**src/rtl/matrix_stream_writer.sv**
```systemverilog
// Walks a ROWS x COLS result buffer in row- or column-major order and
// streams each element out over valid/ready with line/matrix end markers.
module matrix_stream_writer #(
    parameter int ROWS   = 8,
    parameter int COLS   = 8,
    parameter int DW     = 32,
    parameter int RD_LAT = 1,
    localparam int RW = (ROWS > 1) ? $clog2(ROWS) : 1,
    localparam int CW = (COLS > 1) ? $clog2(COLS) : 1
) (
    input  logic          clk,
    input  logic          rst_n,
    input  logic          start,
    input  logic          col_major,
    output logic          rd_en,
    output logic [RW-1:0] rd_row,
    output logic [CW-1:0] rd_col,
    input  logic [DW-1:0] rd_data,
    output logic [DW-1:0] out_data,
    output logic          out_valid,
    input  logic          out_ready,
    output logic          out_last_line,
    output logic          out_last,
    output logic          busy,
    output logic          done
);

    localparam int LW = $clog2(RD_LAT + 1);
    localparam logic [RW-1:0] ROW_MAX = RW'(ROWS - 1);
    localparam logic [CW-1:0] COL_MAX = CW'(COLS - 1);
    localparam logic [LW-1:0] LAT_INIT = LW'(RD_LAT);
    localparam logic [LW-1:0] LAT_ONE = LW'(1);

    typedef enum logic [2:0] {
        S_IDLE,
        S_READ,
        S_WAIT,
        S_SEND,
        S_DONE
    } state_t;

    state_t        state_q;
    state_t        state_d;
    logic          mode_q;
    logic [RW-1:0] row_q;
    logic [CW-1:0] col_q;
    logic [LW-1:0] lat_q;
    logic          row_end;
    logic          col_end;
    logic          hs;

    assign row_end = (row_q == ROW_MAX);
    assign col_end = (col_q == COL_MAX);
    assign hs      = (state_q == S_SEND) && out_ready;

    always_ff @(posedge clk or negedge rst_n) begin
        if (!rst_n) begin
            state_q <= S_IDLE;
        end else begin
            state_q <= state_d;
        end
    end

    always_comb begin
        state_d = state_q;
        unique case (state_q)
            S_IDLE: begin
                if (start) begin
                    state_d = S_READ;
                end
            end
            S_READ: begin
                state_d = S_WAIT;
            end
            S_WAIT: begin
                if (lat_q == LAT_ONE) begin
                    state_d = S_SEND;
                end
            end
            S_SEND: begin
                if (out_ready) begin
                    state_d = out_last ? S_DONE : S_READ;
                end
            end
            S_DONE: begin
                state_d = S_IDLE;
            end
            default: begin
                state_d = S_IDLE;
            end
        endcase
    end

    // The counters double as the read address; they only move on a
    // handshake, so the address holds steady outside READ.
    always_ff @(posedge clk or negedge rst_n) begin
        if (!rst_n) begin
            mode_q        <= 1'b0;
            row_q         <= '0;
            col_q         <= '0;
            lat_q         <= '0;
            out_data      <= '0;
            out_last_line <= 1'b0;
            out_last      <= 1'b0;
        end else begin
            unique case (state_q)
                S_IDLE: begin
                    if (start) begin
                        mode_q <= col_major;
                        row_q  <= '0;
                        col_q  <= '0;
                    end
                end
                S_READ: begin
                    lat_q <= LAT_INIT;
                end
                S_WAIT: begin
                    lat_q <= lat_q - LAT_ONE;
                    if (lat_q == LAT_ONE) begin
                        out_data      <= rd_data;
                        out_last_line <= mode_q ? row_end : col_end;
                        out_last      <= row_end && col_end;
                    end
                end
                S_SEND: begin
                    if (hs && !out_last) begin
                        if (!mode_q) begin
                            if (col_end) begin
                                col_q <= '0;
                                row_q <= row_q + RW'(1);
                            end else begin
                                col_q <= col_q + CW'(1);
                            end
                        end else begin
                            if (row_end) begin
                                row_q <= '0;
                                col_q <= col_q + CW'(1);
                            end else begin
                                row_q <= row_q + RW'(1);
                            end
                        end
                    end
                end
                default: begin
                end
            endcase
        end
    end

    assign rd_en     = (state_q == S_READ);
    assign rd_row    = row_q;
    assign rd_col    = col_q;
    assign out_valid = (state_q == S_SEND);
    assign busy      = (state_q != S_IDLE);
    assign done      = (state_q == S_DONE);

endmodule

```
**config.mk**
```make
export PLATFORM = sky130hd
export DESIGN_NAME = matrix_stream_writer
export DESIGN_NICKNAME = d
export VERILOG_FILES = /design/src/rtl/matrix_stream_writer.sv
export SDC_FILE = /design/constraint.sdc
export NUM_CORES = 1
export LEC_CHECK = 0
export BUFFER_PORTS_ARGS = -buffer_cell sky130_fd_sc_hd__buf_2
export CORE_ASPECT_RATIO = 0.6
export CORE_MARGIN = 5
export CORE_UTILIZATION = 35
export DETAILED_ROUTE_END_ITERATION = 10
export PLACE_DENSITY = 0.65
export SYNTH_ARGS = -nofsm -noshare
export SYNTH_HDL_FRONTEND = slang
export SYNTH_SLANG_ARGS = --single-unit
```
**constraint.sdc**
```tcl
create_clock -name clk -period 1.95 [get_ports clk]
set_input_delay 0.39 -clock clk [delete_from_list [all_inputs] [get_ports clk]]
set_output_delay 0.39 -clock clk [all_outputs]
set_load 0.005 [all_outputs]
```
==> results.json, run 1 <==
{
  "status": "finished clean",
  "die_x_um": 106,
  "finClkSkew_ps": 2.72,
  "overflow": 0,
  "max_freq_mhz": 551,
  "cts_tree": "yes",
  "grt_usage": 0.122,
  "grt_antenna_before_repair": 0,
  "cp-start-kind": "flip-flop",
  "synth-seq-cells": 45,
  "hold_class": "input port to asynchronous set/reset pin",
  "wl_per_cell_um": 13.9,
  "ys.flop_type": "dfrtp_1",
  "ctsHoldBuffers": 0,
  "place_area_sq_mm": 0.00238,
  "coreArea_sq_mm": 0.00518,
  "cts_root_buf": "clkbuf_8",
  "drv_cap": 0,
  "synthDistinctLibCells": 32,
  "drt_iter0_drc": 35,
  "finalSetupViolCount": 0,
  "clk_latency_ps": 290,
  "htree_levels": 2,
  "drive_gt1_frac": 0.573,
  "stdcell_count": 286,
  "grt_max_degree": 46,
  "fin_tns_setup_ps": 0,
  "grt_pass1_wl_um": 6800,
  "hold_viol": 0,
  "critPathCaptureType": "primary output",
  "final.min_clock_period_ps": 1820,
  "cts.clk_slew.worst_paths_ps": 80,
  "synth_nets": 181,
  "post-cts-setup-buffers": 0,
  "period_share": 0.931,
  "ant_nets": 0,
  "p_per_area_mw_per_mm2": 1530,
  "die_h_um": 67.4,
  "cts-buffers-inserted": 5,
  "first_pass_iters": 4,
  "post-dp-hpwl_um": 2990,
  "yosys_warnings": 0,
  "synth_area_per_cell_sq_um": 13.7,
  "start_util": 0.371,
  "rows": 20,
  "synth_seq_area_share": 0.585,
  "wl_um": 3990,
  "synth_cells": 140,
  "yosys-top-cells-count": "45 x dfrtp_1, 32 x mux2_2, 8 x nand2_1, 5 x inv_1",
  "synth_edf_count": 0,
  "p_total_mw": 3.78,
  "nets": 261,
  "synth.most_common_cell": "dfrtp_1",
  "cts_sinks": 45,
  "route.detailed.drc": 0,
  "gp_congestion": 0.749,
  "cp.required_ps": 1560,
  "area_growth_pct": 28.4,
  "ir_drop_mv": 0.696,
  "ioPinCount": 81,
  "rsz0062_at_grt": "no",
  "seq_area_sq_mm": 0.00113,
  "maxSlewViolCount": 0,
  "via_per_inst": 4.65,
  "ys_top_cells_by_area": "dfrtp_1 59%, mux2_2 19%, ha_1 2.6%",
  "fin_util": 0.477,
  "io_buffers": 80,
  "grt_pass1_vias": 1411,
  "die-area_sq_mm": 0.00713,
  "leakagePower_nw": 1.19,
  "synth_top_area_cell": "dfrtp_1",
  "postLayoutCellArea_sq_mm": 0.00247,
  "vias": 1330,
  "tightestPinTransition_ps": 547,
  "n_fill_cell": 460,
  "async_flop_share": 1.00,
  "arrival_ps": 1430,
  "ctsResizeCount": 0,
  "synth_top_area_share": 0.585,
  "ff2ff_path_depth": 3,
  "crit_type": "flip-flop to primary output",
  "syn-cell-area_sq_mm": 0.00192,
  "dp_cells": 279,
  "num_antenna_cells": 0,
  "slew_headroom": 0.635,
  "cp_max_fo": 13,
  "multiInputGateArea_sq_um": 726,
  "clock_path_buffers": 2
}
==> critical path, stage by stage (launching register included) <==
cell and delay (ps):
dfrtp_1 510, or3_2 490, buf_2 140
==> registers in the layout, indices dropped and copies added, names as in the netlist <==
| signal | cells |
|---|---|
| out_last | 1 |
| out_data | 32 |
| rd_col | 3 |
| lat_q | 1 |
| state_q | 3 |
| rd_row | 3 |
| mode_q | 1 |
| out_last_line | 1 |
==> area by class of cell <==
type                    instances  area share
clock buffers                   6      0.0334
clock inverters                 1     0.00304
inverters                       5     0.00759
multi-input cells              81       0.294
flip-flops and latches         45       0.456
well taps                      66      0.0334
repair buffers                 82       0.173
==> per-layer routing <==
| metal | up-vias | GRT usage | wire [um] |
|---|---|---|---|
| met5 | - | 0 | 0 |
| met4 | 0 | 0.0339 | 23 |
| met3 | 3 | 0.0449 | 283 |
| met2 | 43 | 0.184 | 1680 |
| met1 | 630 | 0.165 | 2000 |
| li1 | 654 | - | - |
==> metrics by stage <==
stage                     hold WS, ps  setup WS, ps
after floorplan                  94.4           401
after global placement            484           284
after detailed placement          490           263
after CTS                         196           117
after global routing              214          48.7
final                             171           134
==> worst paths after layout <==
check | from | to | slack, ps
max | state_q[0] | busy | 130
min | rst_n | out_data[31] | 170
max reg2reg | state_q[1] | out_data[2] | 230
min reg2reg | out_data[12] | out_data[12] | 500
max in group asynchronous | rst_n | out_data[13] | 1410
min in group clk | out_ready | state_q[1] | 330
==> logic make-up after synthesis <==
logic type,after synthesis,share of synthesized area
multiplexers,37,0.216
AO/OA/AOI/OAI,14,0.0540
adder cells (fa/ha/maj),4,0.0260
buffers and inverters,14,0.0377
AND/OR/NAND/NOR,26,0.0813
flip-flops,45,0.585
==> placed cells by master (no fill, tap or decap), types with 2 or more instances in the layout <==
cell and instances:
nor3b_1 2, ha_1 4, clkbuf_8 6, a211oi_1 2
inv_1 5, dfrtp_1 45, nor3_1 2, nor2_1 3
mux2i_1 4, a21oi_1 2, nor2b_1 2, a31oi_1 2
mux2_2 32, nand2b_1 2, o311ai_0 2, nand2_1 8
buf_2 80
==> power by group <==
group,internal (mW),total [mW],switching (mW)
Combinational,0.911,1.52,0.608
Sequential,1.38,1.69,0.304
Clock,0.280,0.574,0.294
Power figures use the tool's default switching activity.
==> run 2, diff against run 1 <==
- CORE_UTILIZATION: 35 -> 47
- GPL_TIMING_DRIVEN: not set -> 0
- PLACE_DENSITY: 0.65 -> 0.82
==> run 2 against run 1 <==
Non-clock buffer count grew 6. Hold slack gained 70 ps. Final cell count shrank 3.1%. Utilization grew 14 points. Clock skew grew 3.8 ps. Sequential power is essentially flat. Fmax shrank 1.6%. Critical path type unchanged.
==> results.json, run 2 (same netlist as run 1, synthesis figures left out) <==
{
  "pre_cts_ws_ps": 265,
  "post-dp-hpwl_um": 3040,
  "cp_max_fo": 10,
  "wl_um": 4010,
  "fin_ws_ps": 105,
  "reg2reg_from": "state_q[0]",
  "n_fill_cell": 328,
  "arrival_ps": 1460,
  "cts.clk_slew.worst_paths_ps": 80,
  "route.detailed.drc": 0,
  "slew_headroom": 0.357,
  "cp-start-kind": "flip-flop",
  "rsz0062_at_grt": "no",
  "nets": 267,
  "critPathCaptureType": "primary output",
  "seqPwrFrac": 0.433,
  "drv_cap": 0,
  "hold_class": "input port to asynchronous set/reset pin",
  "regToRegSetupSlack_ps": 120,
  "dp_cells": 270,
  "status": "finished clean",
  "num_antenna_cells": 0,
  "grt_antenna_before_repair": 0,
  "gp_congestion": 0.763,
  "grt_pass1_vias": 1377,
  "cts-buffers-inserted": 5,
  "die_h_um": 59.6,
  "grt_max_degree": 46,
  "cts_root_buf": "clkbuf_8",
  "ir_drop_mv": 0.770,
  "pwr-share-comb": 0.411,
  "internal_power_mw": 2.58,
  "r2r-end": "out_data[8]",
  "io_buffers": 80,
  "coreArea_sq_mm": 0.00403,
  "power.switching_mw": 1.24,
  "largest_register_ff_count": 32,
  "multiInputGateArea_sq_um": 726,
  "crit_type": "flip-flop to primary output",
  "vias": 1356,
  "start_util": 0.477,
  "p_per_area_mw_per_mm2": 1540,
  "die-area_sq_mm": 0.00552,
  "die_x_um": 92.6,
  "overflow": 0,
  "period_share": 0.946,
  "maxSlewViolCount": 0,
  "drive_gt1_frac": 0.586,
  "ant_nets": 0,
  "final.min_clock_period_ps": 1850,
  "fin_tns_setup_ps": 0,
  "ff2ff_path_depth": 4,
  "layout_common_cells": "85 x buf_2, 44 x dfrtp_1, 32 x mux2_2",
  "clock_path_buffers": 2,
  "leakagePower_nw": 1.22,
  "regMostFlops": "out_data",
  "ioPinCount": 81,
  "via_per_inst": 4.90,
  "drt_iter0_drc": 23,
  "wl_per_cell_um": 14.5,
  "stdcell_count": 277,
  "grt_usage": 0.151,
  "final_common_cell": "buf_2",
  "cp.required_ps": 1560,
  "p_clk_frac": 0.156,
  "swShare": 0.325,
  "area_growth_pct": 29.0,
  "tightestPinTransition_ps": 964,
  "grt_pass1_wl_um": 6440,
  "finClkSkew_ps": 6.51,
  "cts_tree": "yes",
  "finalSetupViolCount": 0,
  "max_freq_mhz": 542,
  "htree_levels": 2,
  "clk_latency_ps": 290,
  "seq_area_sq_mm": 0.00113,
  "cts_sinks": 45,
  "first_pass_iters": 4,
  "hold_viol": 0,
  "rows": 18
}
## run 2: cell count changes in the layout (fill, tap and decap cells not counted)
cell,delta
buf_2,+5
buf_6,+2
buf_12,-1
buf_4,-1
clkbuf_1,+1
clkinv_2,+1
clkinv_4,+1
clkinvlp_4,-1
dfrtp_1,-1
dfrtp_2,+1
## run 2: through the flow
step | util | hold slack, ps | power [mW] | area, sq um
after floorplan | - | 94.4 | 2.59 | 1920
after global placement | 0.592 | 485 | 3.20 | 2390
after detailed placement | 0.592 | 491 | 3.28 | 2390
after CTS | 0.616 | 285 | 3.89 | 2480
after global routing | 0.616 | 311 | 4.13 | 2480
final | 0.616 | 241 | 3.83 | 2480
## run 2: layer usage
metal,wire [um],track usage,up-vias,part of all wire
li1,-,-,668,-
met1,1820,0.198,639,0.46
met2,1850,0.238,47,0.46
met3,327,0.0520,2,0.082
met4,8,0.0507,0,0.0020
met5,0,0,-,0
## run 2: cell type report
| class | instances | area share |
|---|---|---|
| Clock inverter | 2 | 0.00554 |
| Sequential cell | 45 | 0.454 |
| Multi-Input combinational cell | 81 | 0.292 |
| Timing Repair Buffer | 80 | 0.161 |
| Clock buffer | 6 | 0.0333 |
| Tap cell | 50 | 0.0252 |
| Inverter | 5 | 0.00756 |
| Buffer | 8 | 0.0207 |
## run 2: worst max-delay path by stage
stage | start | end | slack [ps] | depth (start not counted)
floorplan | state_q[2] | mode_q | 400 | 4
CTS | state_q[1] | busy | 20 | 3
finish | state_q[1] | busy | 100 | 3
global placement | state_q[0] | out_data[13] | 280 | 4
detailed placement | state_q[0] | out_data[8] | 260 | 4
global route | state_q[1] | busy | 10 | 3
## run 2: power groups by stage
stage,clock network [mW],logic (mW),registers [mW]
floorplan,0,0.913,1.68
global placement,0,1.57,1.63
detailed placement,0,1.62,1.66
CTS,0.617,1.63,1.64
global route,0.657,1.75,1.73
finish,0.597,1.57,1.66
## run 2: critical path: stages, from the launching register on
cell	delay [ps]
dfrtp_2	450
buf_2	180
or3_2	400
buf_2	140
## run 2: what timing repair did
| item | CTS | global route |
|---|---|---|
| hold buffers | 0 | 0 |
| buffers inserted | 0 | 0 |
| gates resized for setup | 0 | 4 |
| endpoints found under the setup margin | 0 | 1 |
==> run 3, diff against run 2 <==
- CTS_BUF_LIST: not set -> sky130_fd_sc_hd__clkbuf_16
==> run 3 against run 2 <==
Register-to-register slack better by 140 ps. Fmax is 0.83% lower. Routed wire length is 0.40% lower. Final cell count is 0.36% higher. Flip-flop and latch count stayed put. Critical path depth stayed put. Global-route usage is 0.11 points lower. First-iteration DRC count is 65% higher. Critical endpoint unchanged.
==> results.json, run 3 (same netlist as run 1, synthesis figures left out) <==
{
  "rsz0062_at_grt": "no",
  "die-area_sq_mm": 0.00552,
  "fin_tns_setup_ps": 0,
  "place_area_sq_mm": 0.00239,
  "period_share": 0.954,
  "grt_max_degree": 46,
  "hold_class": "input port to asynchronous set/reset pin",
  "final.min_clock_period_ps": 1860,
  "ir_drop_mv": 0.743,
  "drt_iter0_drc": 38,
  "slew_headroom": 0.369,
  "whs_ps": 258,
  "layout_common_cells": "84 x buf_2, 45 x dfrtp_1, 32 x mux2_2",
  "num_antenna_cells": 0,
  "ant_nets": 0,
  "cts-buffers-inserted": 5,
  "largest_register_ff_count": 32,
  "hold_viol": 0,
  "status": "finished clean",
  "post-dp-hpwl_um": 3040,
  "vias": 1375,
  "critPathCaptureType": "primary output",
  "rows": 18,
  "fin_util": 0.628,
  "dp_cells": 270,
  "tightestPinTransition_ps": 947,
  "post-cts-setup-buffers": 0,
  "max_freq_mhz": 537,
  "cts_tree": "yes",
  "ctsHoldBuffers": 0,
  "cp.required_ps": 1560,
  "route.detailed.drc": 0,
  "finClkSkew_ps": 6.23,
  "overflow": 0,
  "drv_cap": 0,
  "coreArea_sq_mm": 0.00403,
  "cts_sinks": 45,
  "ioPinCount": 81,
  "maxSlewViolCount": 0,
  "via_per_inst": 4.95,
  "nets": 268,
  "final_common_cell": "buf_2",
  "drive_gt1_frac": 0.579,
  "n_fill_cell": 325,
  "cts.clk_slew.worst_paths_ps": 60,
  "clk_latency_ps": 280,
  "io_buffers": 80,
  "cts_root_buf": "clkbuf_16",
  "area_growth_pct": 31.6,
  "leakagePower_nw": 1.25,
  "clock_path_buffers": 2,
  "grt_pass1_wl_um": 6450,
  "die_h_um": 59.6,
  "wl_per_cell_um": 14.4,
  "wl_um": 3990,
  "cp-start-kind": "flip-flop",
  "gp_congestion": 0.763,
  "cp_max_fo": 10,
  "postLayoutCellArea_sq_mm": 0.00253,
  "grt_pass1_vias": 1380,
  "first_pass_iters": 4,
  "p_per_area_mw_per_mm2": 1590,
  "stdcell_count": 278,
  "finalSetupViolCount": 0,
  "grt_usage": 0.150,
  "ctsResizeCount": 0,
  "start_util": 0.477,
  "regMostFlops": "out_data",
  "die_x_um": 92.6,
  "crit_type": "flip-flop to primary output",
  "grt_antenna_before_repair": 0,
  "arrival_ps": 1470,
  "htree_levels": 2
}
-- run 3: cell count changes in the layout (fill, tap and decap cells not counted), sizes merged --
| cell | change |
|---|---|
| buf | -1 |
| clkbuf | +1 |
| clkinv | +1 |
-- run 3: final cells by class --
class | count | area [sq um] | area share
Inverter | 5 | 18.8 | 0.00741
Multi-Input combinational cell | 81 | 726 | 0.287
Clock inverter | 3 | 17.5 | 0.00692
Buffer | 9 | 56.3 | 0.0222
Timing Repair Buffer | 80 | 400 | 0.158
Clock buffer | 5 | 125 | 0.0494
Sequential cell | 45 | 1130 | 0.445
Tap cell | 50 | 62.6 | 0.0247
-- run 3: path summary, 6_finish.rpt --
kind	startpoint	endpoint	slack, ps	cells past startpoint
worst max-delay path	state_q[1]	busy	90	3
worst min-delay path	rst_n	rd_col[1]	260	1
max in group asynchronous	rst_n	out_last	1090	1
min in group clk	out_ready	state_q[1]	330	2
worst min register to register	out_data[19]	out_data[19]	500	1
worst max register to register	state_q[0]	out_data[8]	260	4
-- run 3: worst max-delay path, cell delays in order, from the launching register on --
cell	delay, ps
dfrtp_1	440
clkbuf_2	210
or3_2	420
buf_2	140
-- run 3: routing by layer --
layer / part of all wire / up-vias / global-route usage / routed length, um
li1: - / 676 / - / -
met1: 0.44 / 642 / 0.197 / 1760
met2: 0.47 / 55 / 0.242 / 1860
met3: 0.089 / 2 / 0.0520 / 355
met4: 0.0035 / 0 / 0.0381 / 14
met5: 0 / - / 0 / 0
-- run 3: metrics by stage --
step / worst slack (ps) / power, mW
floorplan: 401 / 2.59
global placement: 285 / 3.20
detailed placement: 265 / 3.28
CTS: 48.1 / 4.09
global route: 4.12 / 4.35
finish: 89.1 / 4.04
-- run 3: where the power goes --
group | internal [mW] | total, mW | leakage (nW) | switching (mW)
Clock | 0.469 | 0.795 | 0.0712 | 0.326
Sequential | 1.38 | 1.64 | 0.537 | 0.257
Combinational | 0.917 | 1.60 | 0.639 | 0.683
Total | 2.77 | 4.04 | 1.25 | 1.27
